<file path="src/rtl/nrx_pkg.sv">
// nrx_pkg: constants and types shared by the New Rally-X ROM download transmitter.
//   Region ROMAD bases and sizes, the region index enum and the loader FSM encoding.
package nrx_pkg;

   localparam logic [15:0] CHR_BASE  = 16'h8000;
   localparam logic [15:0] DOT_BASE  = 16'h9000;
   localparam logic [15:0] CLUT_BASE = 16'h9200;
   localparam logic [15:0] PAL_BASE  = 16'h9300;

   localparam int unsigned CHR_SIZE     = 4096;
   localparam int unsigned DOT_SIZE     = 256;
   localparam int unsigned CLUT_SIZE    = 256;
   localparam int unsigned PAL_SIZE     = 32;
   localparam int unsigned CPU_SIZE_DEF = 16384;

   // Value doubles as the bit position in REGION_DONE.
   typedef enum logic [2:0] {
      CPU  = 3'd0,
      CHR  = 3'd1,
      DOT  = 3'd2,
      CLUT = 3'd3,
      PAL  = 3'd4
   } region_e;

   typedef logic [1:0] state_t;
   localparam state_t S_IDLE  = 2'd0;
   localparam state_t S_WRITE = 2'd1;
   localparam state_t S_GAP   = 2'd2;
   localparam state_t S_FULL  = 2'd3;

endpackage

</file>
<file path="src/rtl/nrx_rom_addr_map.sv">
// nrx_rom_addr_map: combinational map from a linear download-file offset to the sparse
// ROMAD space.
//   addr     : linear byte offset in the download file
//   data     : raw byte
//   in_range : offset falls inside one of the five regions
//   region   : region index (meaningful only when in_range)
//   romad    : mapped ROM address
//   romdt    : data to write (clut entries keep only the low nibble)
module nrx_rom_addr_map
   import nrx_pkg::*;
#(
   parameter int unsigned CPU_SIZE = CPU_SIZE_DEF
) (
   input  logic [16:0] addr,
   input  logic [7:0]  data,
   output logic        in_range,
   output region_e     region,
   output logic [15:0] romad,
   output logic [7:0]  romdt
);

   // Offset relative to the end of the CPU image; only used above CPU_SIZE.
   logic [16:0] rel;

   always_comb begin
      rel      = addr - 17'(CPU_SIZE);
      in_range = 1'b0;
      region   = CPU;
      romad    = addr[15:0];
      romdt    = data;
      if (32'(addr) < CPU_SIZE) begin
         in_range = 1'b1;
      end else if (rel < 17'(CHR_SIZE)) begin
         in_range = 1'b1;
         region   = CHR;
         romad    = CHR_BASE | {4'h0, rel[11:0]};
      end else if (rel < 17'(CHR_SIZE + DOT_SIZE)) begin
         in_range = 1'b1;
         region   = DOT;
         romad    = DOT_BASE | {8'h00, rel[7:0]};
      end else if (rel < 17'(CHR_SIZE + DOT_SIZE + CLUT_SIZE)) begin
         in_range = 1'b1;
         region   = CLUT;
         romad    = CLUT_BASE | {8'h00, rel[7:0]};
         romdt    = {4'h0, data[3:0]};
      end else if (rel < 17'(CHR_SIZE + DOT_SIZE + CLUT_SIZE + PAL_SIZE)) begin
         in_range = 1'b1;
         region   = PAL;
         romad    = PAL_BASE | {11'h000, rel[4:0]};
      end
   end

endmodule

</file>
<file path="src/rtl/nrx_rom_loader.sv">
// nrx_rom_loader: transmitter side of the ROMCL/ROMAD/ROMDT/ROMEN download port.
// Takes a linear byte stream over valid/ready, remaps it into the sparse ROM map, spaces
// the ROMEN strobes, tracks per-region fill, keeps an additive checksum and flags errors.
//   ROMCL, RESET_N       : clock, asynchronous active-low reset
//   IN_VALID/IN_READY    : byte stream handshake; IN_ADDR offset, IN_DATA byte
//   ROMAD, ROMDT, ROMEN  : ROM write port (ROMEN is a one-cycle strobe)
//   REGION_DONE, DONE    : per-region full flags, all-full flag
//   ERR                  : sticky write-to-full-region or non-ascending offset
//   CHKSUM               : 16-bit wrapping sum of every written byte
module nrx_rom_loader
   import nrx_pkg::*;
#(
   parameter int unsigned GAP      = 2,
   parameter int unsigned CPU_SIZE = CPU_SIZE_DEF
) (
   input  logic        ROMCL,
   input  logic        RESET_N,
   input  logic        IN_VALID,
   output logic        IN_READY,
   input  logic [16:0] IN_ADDR,
   input  logic [7:0]  IN_DATA,
   output logic [15:0] ROMAD,
   output logic [7:0]  ROMDT,
   output logic        ROMEN,
   output logic [4:0]  REGION_DONE,
   output logic        DONE,
   output logic        ERR,
   output logic [15:0] CHKSUM
);

   logic        map_in_range;
   region_e     map_rgn;
   logic [15:0] map_ad;
   logic [7:0]  map_dt;

   nrx_rom_addr_map #(
      .CPU_SIZE(CPU_SIZE)
   ) u_map (
      .addr    (IN_ADDR),
      .data    (IN_DATA),
      .in_range(map_in_range),
      .region  (map_rgn),
      .romad   (map_ad),
      .romdt   (map_dt)
   );

   state_t      state_q, state_d;
   logic [2:0]  gap_q, gap_d;
   logic [15:0] ad_q, ad_d;
   logic [7:0]  dt_q, dt_d;
   region_e     rgn_q, rgn_d;
   logic [14:0] cnt_cpu_q, cnt_cpu_d;
   logic [12:0] cnt_chr_q, cnt_chr_d;
   logic [8:0]  cnt_dot_q, cnt_dot_d;
   logic [8:0]  cnt_clut_q, cnt_clut_d;
   logic [5:0]  cnt_pal_q, cnt_pal_d;
   logic [4:0]  rdone_q, rdone_d;
   logic        err_q, err_d;
   logic [15:0] chk_q, chk_d;
   logic [16:0] last_q, last_d;
   logic        have_last_q, have_last_d;
   logic        hs;
   logic        out_of_order;

   // Gating with RESET_N keeps the stream stalled while reset is held.
   assign IN_READY = RESET_N & ((state_q == S_IDLE) | (state_q == S_FULL));
   assign hs       = IN_VALID & IN_READY;
   // The first byte after reset has no predecessor to compare against.
   assign out_of_order = have_last_q & (IN_ADDR <= last_q);

   always_comb begin
      state_d     = state_q;
      gap_d       = gap_q;
      ad_d        = ad_q;
      dt_d        = dt_q;
      rgn_d       = rgn_q;
      cnt_cpu_d   = cnt_cpu_q;
      cnt_chr_d   = cnt_chr_q;
      cnt_dot_d   = cnt_dot_q;
      cnt_clut_d  = cnt_clut_q;
      cnt_pal_d   = cnt_pal_q;
      rdone_d     = rdone_q;
      err_d       = err_q;
      chk_d       = chk_q;
      last_d      = last_q;
      have_last_d = have_last_q;
      unique case (state_q)
         S_IDLE: begin
            if (hs && map_in_range) begin
               last_d      = IN_ADDR;
               have_last_d = 1'b1;
               if (out_of_order || rdone_q[map_rgn]) err_d = 1'b1;
               // Out-of-order bytes are still written; only full regions are dropped.
               if (!rdone_q[map_rgn]) begin
                  ad_d    = map_ad;
                  dt_d    = map_dt;
                  rgn_d   = map_rgn;
                  state_d = S_WRITE;
               end
            end
         end
         S_WRITE: begin
            chk_d = chk_q + {8'h00, dt_q};
            unique case (rgn_q)
               CPU: begin
                  cnt_cpu_d  = cnt_cpu_q + 15'd1;
                  rdone_d[0] = (32'(cnt_cpu_d) == CPU_SIZE);
               end
               CHR: begin
                  cnt_chr_d  = cnt_chr_q + 13'd1;
                  rdone_d[1] = (32'(cnt_chr_d) == CHR_SIZE);
               end
               DOT: begin
                  cnt_dot_d  = cnt_dot_q + 9'd1;
                  rdone_d[2] = (32'(cnt_dot_d) == DOT_SIZE);
               end
               CLUT: begin
                  cnt_clut_d = cnt_clut_q + 9'd1;
                  rdone_d[3] = (32'(cnt_clut_d) == CLUT_SIZE);
               end
               PAL: begin
                  cnt_pal_d  = cnt_pal_q + 6'd1;
                  rdone_d[4] = (32'(cnt_pal_d) == PAL_SIZE);
               end
               default: ;
            endcase
            if (GAP != 0) begin
               gap_d   = 3'(GAP);
               state_d = S_GAP;
            end else begin
               state_d = (&rdone_d) ? S_FULL : S_IDLE;
            end
         end
         S_GAP: begin
            if (gap_q <= 3'd1) state_d = (&rdone_q) ? S_FULL : S_IDLE;
            else               gap_d   = gap_q - 3'd1;
         end
         S_FULL: begin
            if (hs && map_in_range) err_d = 1'b1;
         end
         default: state_d = S_IDLE;
      endcase
   end

   always_ff @(posedge ROMCL or negedge RESET_N) begin
      if (!RESET_N) begin
         state_q     <= S_IDLE;
         gap_q       <= 3'd0;
         ad_q        <= 16'h0000;
         dt_q        <= 8'h00;
         rgn_q       <= CPU;
         cnt_cpu_q   <= '0;
         cnt_chr_q   <= '0;
         cnt_dot_q   <= '0;
         cnt_clut_q  <= '0;
         cnt_pal_q   <= '0;
         rdone_q     <= 5'b00000;
         err_q       <= 1'b0;
         chk_q       <= 16'h0000;
         last_q      <= '0;
         have_last_q <= 1'b0;
      end else begin
         state_q     <= state_d;
         gap_q       <= gap_d;
         ad_q        <= ad_d;
         dt_q        <= dt_d;
         rgn_q       <= rgn_d;
         cnt_cpu_q   <= cnt_cpu_d;
         cnt_chr_q   <= cnt_chr_d;
         cnt_dot_q   <= cnt_dot_d;
         cnt_clut_q  <= cnt_clut_d;
         cnt_pal_q   <= cnt_pal_d;
         rdone_q     <= rdone_d;
         err_q       <= err_d;
         chk_q       <= chk_d;
         last_q      <= last_d;
         have_last_q <= have_last_d;
      end
   end

   // Decoded straight from the state flop so reset kills the strobe immediately.
   assign ROMEN       = (state_q == S_WRITE);
   assign ROMAD       = ad_q;
   assign ROMDT       = dt_q;
   assign REGION_DONE = rdone_q;
   assign DONE        = (state_q == S_FULL);
   assign ERR         = err_q;
   assign CHKSUM      = chk_q;

endmodule

</file>
<file path="config.mk">
export PLATFORM = sky130hd
export DESIGN_NAME = nrx_rom_loader
export DESIGN_NICKNAME = d
export VERILOG_FILES = /design/src/rtl/nrx_pkg.sv /design/src/rtl/nrx_rom_addr_map.sv /design/src/rtl/nrx_rom_loader.sv
export SDC_FILE = /design/constraint.sdc
export NUM_CORES = 1
export LEC_CHECK = 0
export BUFFER_PORTS_ARGS = -buffer_cell sky130_fd_sc_hd__buf_4
export CAP_MARGIN = 20
export CORE_MARGIN = 10
export CORE_UTILIZATION = 59
export CTS_CLUSTER_DIAMETER = 50
export DETAILED_ROUTE_END_ITERATION = 8
export GPL_TIMING_DRIVEN = 0
export PLACE_DENSITY = 0.9
export SYNTH_ARGS = -nofsm -noshare
export SYNTH_HDL_FRONTEND = slang
export SYNTH_SLANG_ARGS = --single-unit
</file>
<file path="constraint.sdc">
create_clock -name ROMCL -period 2.5 [get_ports ROMCL]
set_input_delay 0.5 -clock ROMCL [delete_from_list [all_inputs] [get_ports ROMCL]]
set_output_delay 0.5 -clock ROMCL [all_outputs]
set_load 0.01 [all_outputs]
</file>
# == Yosys cells after proc, flatten, opt, wreduce, memory -nomap -nowiden ==
# Index checks and enable logic that the tools add are counted.
# totals
regBits,124
latch_bits,0
mem_bits_rw,0
romBits,0
output_inout_bits,49
word_cells,108
n_memories,0
# classes
n_addsub,8
n_mul,0
div,0
magnitude_cmp,8
eq_ne,18
n_shift,0
mux,32
n_bitwise,5
n_reduce_logical,18
# op_table
op,n
$mux 16,5
$lt 17x13->1 const B,4
$mux 8,4
$add 9x1->9 const B,2
$eq 9x9->1 const B,2
$mux 3,6
$le 17x17->1,1
$lt 17x15->1 const B,1
$sub 17x15->17 const B,1
$add 16x8->16,1
$add 15x1->15 const B,1
$eq 15x15->1 const B,1
$reduce_and 2->1,7
$add 13x1->13 const B,1
$eq 13x13->1 const B,1
$mux 1,9
$mux 2,4
$reduce_and 4->1,2
$add 6x1->6 const B,1
$eq 3x2->1 const B,2
$eq 6x6->1 const B,1
$ne 2x1->1 const B,3
$ne 2x2->1 const B,3
$pmux 2 s3,1
21 further kinds,25

# == Depth between registers and ports, before layout ==
# logic_depth
depth_word,13
mapped_depth,11

# == By module ==
# From an unflattened synthesis, not the netlist that was laid out.
# unflattened
cells_unflattened,621
hier_area_um2,6746.5
# modules_own_cells
module,n_inst,cells_each,area_per_inst_um2,seq_area_each_um2
nrx_rom_loader,1,573,6416.2,3103.0
nrx_rom_addr_map,1,48,330.3,0.0

# == Worst setup path after synthesis ==
# OpenSTA, ideal clock, no wires.
# synth_timing
kind,in2reg
start,in IN_ADDR[14]
end,"reg ad_q[10], in the netlist ROMAD[10]"
setup_time_ns,0.125
arrival_ns,2.678
path_slack_ns,-0.303
stages,11
cell_sequence,inv_1 ha_1 xor2_1 a2111oi_0 a2bb2oi_1 a32o_1 buf_6 or2_1 buf_6 buf_8 mux2_4
# synth_between
elab_chain_cells,11
elab_cells_between_ends,26
classes_between,add/sub (1); order compare (5); mux (17); bitwise (1); reduce/logical (2)
# synth_lines
element,line,rtl
"start, declared",nrx_rom_loader.sv:20,"input logic [16:0] IN_ADDR,"
$sub 17x15->17,nrx_rom_addr_map.sv:26,rel = addr - 17'(CPU_SIZE);
$lt 17x13->1,nrx_rom_addr_map.sv:46,end else if (rel < 17'(CHR_SIZE + DOT_SIZE + CLUT_SIZE + PAL_SIZE)) begin
$mux 3,nrx_rom_addr_map.sv:46,
$mux 3,nrx_rom_addr_map.sv:41,end else if (rel < 17'(CHR_SIZE + DOT_SIZE + CLUT_SIZE)) begin
$mux 3,nrx_rom_addr_map.sv:37,end else if (rel < 17'(CHR_SIZE + DOT_SIZE)) begin
$mux 3,nrx_rom_addr_map.sv:33,end else if (rel < 17'(CHR_SIZE)) begin
$mux 3,nrx_rom_addr_map.sv:31,if (32'(addr) < CPU_SIZE) begin
$bmux 1 s3,nrx_rom_loader.sv:94,if (!rdone_q[map_rgn]) begin
$mux 1 (implied by the code),nrx_rom_loader.sv:94,
$not 1->1 (no line),n/a,
$reduce_and 3->1 (no line),n/a,
"end signal, assigned",nrx_rom_loader.sv:149,ad_q <= 16'h0000;
"end signal, assigned",nrx_rom_loader.sv:165,ad_q <= ad_d;
"end, declared",nrx_rom_loader.sv:49,"logic [15:0] ad_q, ad_d;"
# Parallel ways exist; a longest one is shown, timed or not. The select of a mux whose other input is x is not followed.
# A chain may end at the register's enable or synchronous reset.

# == Worst setup path in the final report ==
# layout_timing
start,reg state_q[0]
end,"reg ad_q[3], in the netlist ROMAD[3]"
# layout_between
elab_chain_cells,6
elab_cells_between_ends,7
classes_between,eq/ne (1); bitwise (3); reduce/logical (3)
# layout_lines
element,line,rtl
"start, declared",nrx_rom_loader.sv:47,"state_t state_q, state_d;"
"start signal, assigned",nrx_rom_loader.sv:163,state_q <= state_d;
$eq 2x2->1 or $logic_not 2->1 (tied branches),"nrx_rom_loader.sv:66, nrx_rom_loader.sv:87",
$or 1x1->1,nrx_rom_loader.sv:66,assign IN_READY = RESET_N & ((state_q == S_IDLE) | (state_q == S_FULL));
$and 1x1->1,nrx_rom_loader.sv:66,
$and 1x1->1,nrx_rom_loader.sv:67,assign hs = IN_VALID & IN_READY;
$logic_and 1x1->1,nrx_rom_loader.sv:89,if (hs && map_in_range) begin
$reduce_and 3->1 (no line) *,n/a,
# Mark *: on every way between the ends. The rest lies on a longest branch, timed or not.

==> impl_metrics.xml <==
<?xml version="1.0" encoding="UTF-8"?>
<metrics>
  <group name="sta">
    <metric name="timing.final.max_slew_violations" unit="">0</metric>
    <metric name="final-hold-violation-count" unit="">0</metric>
    <metric name="worst_hold_slack" unit="ps">54.8</metric>
    <metric name="skew" unit="ps">18.7</metric>
    <metric name="postLayoutSetupSlackWorst" unit="ps">-63.5</metric>
    <metric name="period_minus_slack" unit="ps">2560</metric>
    <metric name="timing.final.crit_share" unit="%">103</metric>
    <metric name="slew_headroom" unit="%">49.6</metric>
    <metric name="max_freq" unit="GHz">0.390</metric>
    <metric name="worst_slew_pin_slew" unit="ps">754</metric>
    <metric name="setup_viol_count_final" unit="">11</metric>
  </group>
  <group name="floorplan">
    <metric name="die_width" unit="µm">127</metric>
    <metric name="num_rows" unit="">38</metric>
    <metric name="core_outline_area" unit="mm²">0.0110</metric>
    <metric name="starting_density" unit="%">61.1</metric>
    <metric name="pin_count" unit="">77</metric>
    <metric name="die_area" unit="mm²">0.0161</metric>
    <metric name="dieHeight" unit="µm">127</metric>
  </group>
  <group name="worst_setup_path">
    <metric name="crit_slowest_cell" unit="">or3b_1</metric>
    <metric name="worst-setup-path-type" unit="">register to register</metric>
    <metric name="worst_reg_to_reg_path_cell_count" unit="">9</metric>
    <metric name="largest_fanout_of_any_net_on_the_critical_path" unit="">6</metric>
    <metric name="cpPeakStageDelay" unit="ps">450</metric>
    <metric name="cp-start-kind" unit="">register</metric>
    <metric name="timing.rr.start" unit="">state_q[0]$_DFFE_PN0P_</metric>
    <metric name="critical_path.reg2reg.endpoint" unit="">ROMAD[3]$_DFFE_PN0P_</metric>
    <metric name="r2r_slack" unit="ps">-60</metric>
    <metric name="critPathArrivalTime" unit="ps">2880</metric>
    <metric name="cp.required" unit="ps">2820</metric>
    <metric name="critical_path.cell_chain" unit="">inv_2 -&gt; ha_4 -&gt; nor2b_2 -&gt; o211ai_1 -&gt; or3b_1 -&gt; or2_1 -&gt; buf_6 -&gt; clkbuf_16 -&gt; mux2_4</metric>
    <metric name="crit_path_end_kind" unit="">register</metric>
  </group>
  <group name="routing">
    <metric name="drt_first_iter_violations" unit="">848</metric>
    <metric name="postRouteAntennaNets" unit="">0</metric>
    <metric name="drt-wirelength-per-cell" unit="µm">21.9</metric>
    <metric name="route.detailed.vias_per_inst" unit="">6.46</metric>
    <metric name="drt_wl_total" unit="µm">20200</metric>
    <metric name="drt_first_pass_iters" unit="">7</metric>
    <metric name="routed-via-count" unit="">5977</metric>
    <metric name="drc" unit="">0</metric>
  </group>
  <group name="grt">
    <metric name="grt_util_all_layers" unit="%">22.2</metric>
    <metric name="maximum_number_of_pins_on_one_net_before_global_route_repair" unit="">44</metric>
    <metric name="grt_first_pass_wirelength" unit="µm">29400</metric>
    <metric name="number_of_global_route_vias_before_repair" unit="">5992</metric>
    <metric name="antenna_violations_before_repair" unit="">0</metric>
    <metric name="gr-total-overflow" unit="">0</metric>
  </group>
  <group name="cts">
    <metric name="htree_num_levels" unit="">4</metric>
    <metric name="clock_sinks" unit="">124</metric>
    <metric name="clock_insertion_delay_worst_skew" unit="ps">440</metric>
    <metric name="clock_tree_from_tritoncts" unit="">yes</metric>
    <metric name="clk_transition_reported_paths" unit="ps">70</metric>
    <metric name="tritoncts.num_buffers" unit="">17</metric>
    <metric name="ctsLongestPathBuffers" unit="">2</metric>
    <metric name="cts_root_buffer" unit="">clkbuf_16</metric>
  </group>
  <group name="yosys">
    <metric name="synth_top_family_by_area" unit="">simple AND/OR/NAND/NOR gates</metric>
    <metric name="yosysSeqAreaShare" unit="%">46.0</metric>
    <metric name="synth-compound-area-share" unit="%">10.1</metric>
    <metric name="async_reset_ff_share" unit="%">100</metric>
    <metric name="ys_warn_count" unit="">0</metric>
    <metric name="synthesized_area_fraction_occupied_by_xor_and_xnor_cells" unit="%">8.57</metric>
    <metric name="yosys_most_used_dff" unit="">dfrtp_1</metric>
    <metric name="syn-cell-area" unit="mm²">0.00674</metric>
    <metric name="synth.avg_cell_area" unit="µm²">10.3</metric>
    <metric name="multiplexer_share_of_the_synthesized_area" unit="%">7.94</metric>
    <metric name="post_synth_inst_count" unit="">653</metric>
    <metric name="yosys.area_share.simple" unit="%">16.1</metric>
    <metric name="ys_seq_elements" unit="">124</metric>
    <metric name="synth_fa_ha_area_share" unit="%">7.53</metric>
    <metric name="mappedNetlistNets" unit="">721</metric>
    <metric name="post_synth_num_cell_types" unit="">62</metric>
    <metric name="number_of_enable_flip_flop_cells_after_synthesis" unit="">0</metric>
  </group>
  <group name="final_layout">
    <metric name="final_core_util" unit="%">77.0</metric>
    <metric name="diodes" unit="">0</metric>
    <metric name="layout-drive-gt1-share" unit="%">25.9</metric>
    <metric name="layout.nets" unit="">841</metric>
    <metric name="synthToLayoutAreaGrowth" unit="%">25.9</metric>
  </group>
  <group name="status">
    <metric name="outcome" unit="">finished, violations left</metric>
    <metric name="violations" unit="">setup timing</metric>
  </group>
  <group name="power_and_ir_drop">
    <metric name="power_density" unit="mW/mm²">964</metric>
    <metric name="worst_ir_drop_vdd" unit="V">0.000780</metric>
    <metric name="cellLeakagePower" unit="nW">4.10</metric>
  </group>
  <group name="placement">
    <metric name="detailed_place_hpwl" unit="µm">11200</metric>
    <metric name="globalplace.congestion" unit="">0.870</metric>
    <metric name="io_buffer_count" unit="">76</metric>
  </group>
  <group name="worst_hold_path">
    <metric name="worstHoldPathType" unit="">input port to async pin</metric>
  </group>
  <group name="flow_run">
    <metric name="timing.max_cap.violations" unit="">0</metric>
  </group>
</metrics>
## power by group
group          internal, mW  switching, mW
registers              2.46          0.442
logic                  1.39           1.58
clock network          1.36          0.945
## cell usage after synthesis, drive strengths merged (5+ instances only)
cell type,number,area [µm²]
dfrtp,124,3100
nand2,66,248
xnor2,46,403
mux2,40,495
ha,39,488
inv,39,146
o21ai,32,160
nor2,30,113
nand3,26,130
nand4,24,150
a21oi,22,110
xor2,20,175
nor3,19,95.1
clkbuf,10,38.8
buf,8,65.1
a21o,7,52.6
and3,7,43.8
or2,7,43.8
and2,6,37.5
nand2b,6,37.5
a31oi,5,31.3
nor4,5,31.3
or3,5,31.3
## metrics by stage
step	setup slack [ps]	instances	area, µm²	TNS (ps)	power [mW]
after floorplan	-121	653	6780	-1410	4.40
after CTS	-7.71	911	8280	-7.71	7.78
after global routing	-92.2	925	8490	-683	8.50
final	-63.5	925	8490	-272	8.18
after detailed placement	-633	870	7560	-22280	5.42
after global placement	-1030	869	7530	-41510	5.21
## worst max-delay path: cells and delay by family (launching register included)
kind | cells | cell delay [ps]
fa+ha+maj | 1 | 220
flops | 1 | 430
buf+inv | 3 | 440
simple gates | 3 | 890
compound gates | 1 | 140
mux | 1 | 330
## repair_timing
action,in CTS,in global routing
hold endpoints to repair,1,0
gates resized for setup,11,21
setup endpoints to repair,34,42
pin swaps,3,10
setup buffers,3,14
hold buffers,6,0
gates cloned,1,1
## registers in the layout (all words and copies together) (netlist names)
| register | count |
|---|---|
| cnt_pal_q | 6 |
| cnt_dot_q | 9 |
| have_last_q | 1 |
| ERR | 1 |
| last_q | 17 |
| cnt_clut_q | 9 |
| CHKSUM | 16 |
| rgn_q | 3 |
| state_q | 2 |
| gap_q | 3 |
| cnt_cpu_q | 15 |
| ROMDT | 8 |
| REGION_DONE | 5 |
| ROMAD | 16 |
| cnt_chr_q | 13 |
## cell families after synthesis
logic type      count (synthesis)
buf+inv                        57
flops                         124
fa+ha+maj                      40
mux                            44
compound gates                105
simple gates                  217
xor+xnor                       66
## layout make-up
type                            count  area, µm²
Multi-Input combinational cell    472       3560
Sequential cell                   124       3100
Fill cell                         608       2540
Timing Repair Buffer              102        870
Clock buffer                       24        492
Tap cell                          140        175
Inverter                           39        146
Buffer                             17        103
Clock inverter                      7       40.0
## per-layer routing
layer	track usage, %	wire length (µm)	vias to the layer above
met1	24.5	7440	2934
met4	9.65	934	0
met3	6.37	1720	105
met5	0	0	-
met2	38.9	10100	384
li1	-	-	2554
## cell usage in the layout, fill, tap and decap left out, types with 4 or more instances in the layout
master,instances
xor2_1,19
o22ai_1,4
o21ai_0,31
nor2_1,30
and3_1,7
ha_1,36
a21o_1,7
clkbuf_8,4
and2_1,5
a21oi_1,21
nor3_1,17
clkbuf_1,11
nand4_1,24
buf_4,91
nand3_1,26
or2_2,6
inv_1,36
dfrtp_1,123
nand2_1,65
nand2b_1,6
mux2i_1,4
clkinv_2,5
nor4_1,4
mux2_4,12
or3_1,5
mux2_2,28
dlygate4sd3_1,5
xnor2_1,46
clkbuf_16,18
a31oi_1,5
## how the worst max path moves through the flow
| stage | endpoint | from | cells after the start | slack (ps) |
|---|---|---|---|---|
| floorplan | ROMAD[10]$_DFFE_PN0P_ | IN_ADDR[8] | 9 | -120 |
| global placement | ROMAD[9]$_DFFE_PN0P_ | RESET_N | 8 | -1030 |
| detailed placement | ROMAD[7]$_DFFE_PN0P_ | RESET_N | 9 | -630 |
| CTS | ROMAD[7]$_DFFE_PN0P_ | IN_ADDR[14] | 11 | -8 |
| global route | ROMAD[3]$_DFFE_PN0P_ | state_q[1]$_DFFE_PN0P_ | 9 | -90 |
| finish | ROMAD[3]$_DFFE_PN0P_ | state_q[0]$_DFFE_PN0P_ | 9 | -60 |
Note: power is estimated with default switching activity, not from simulation.
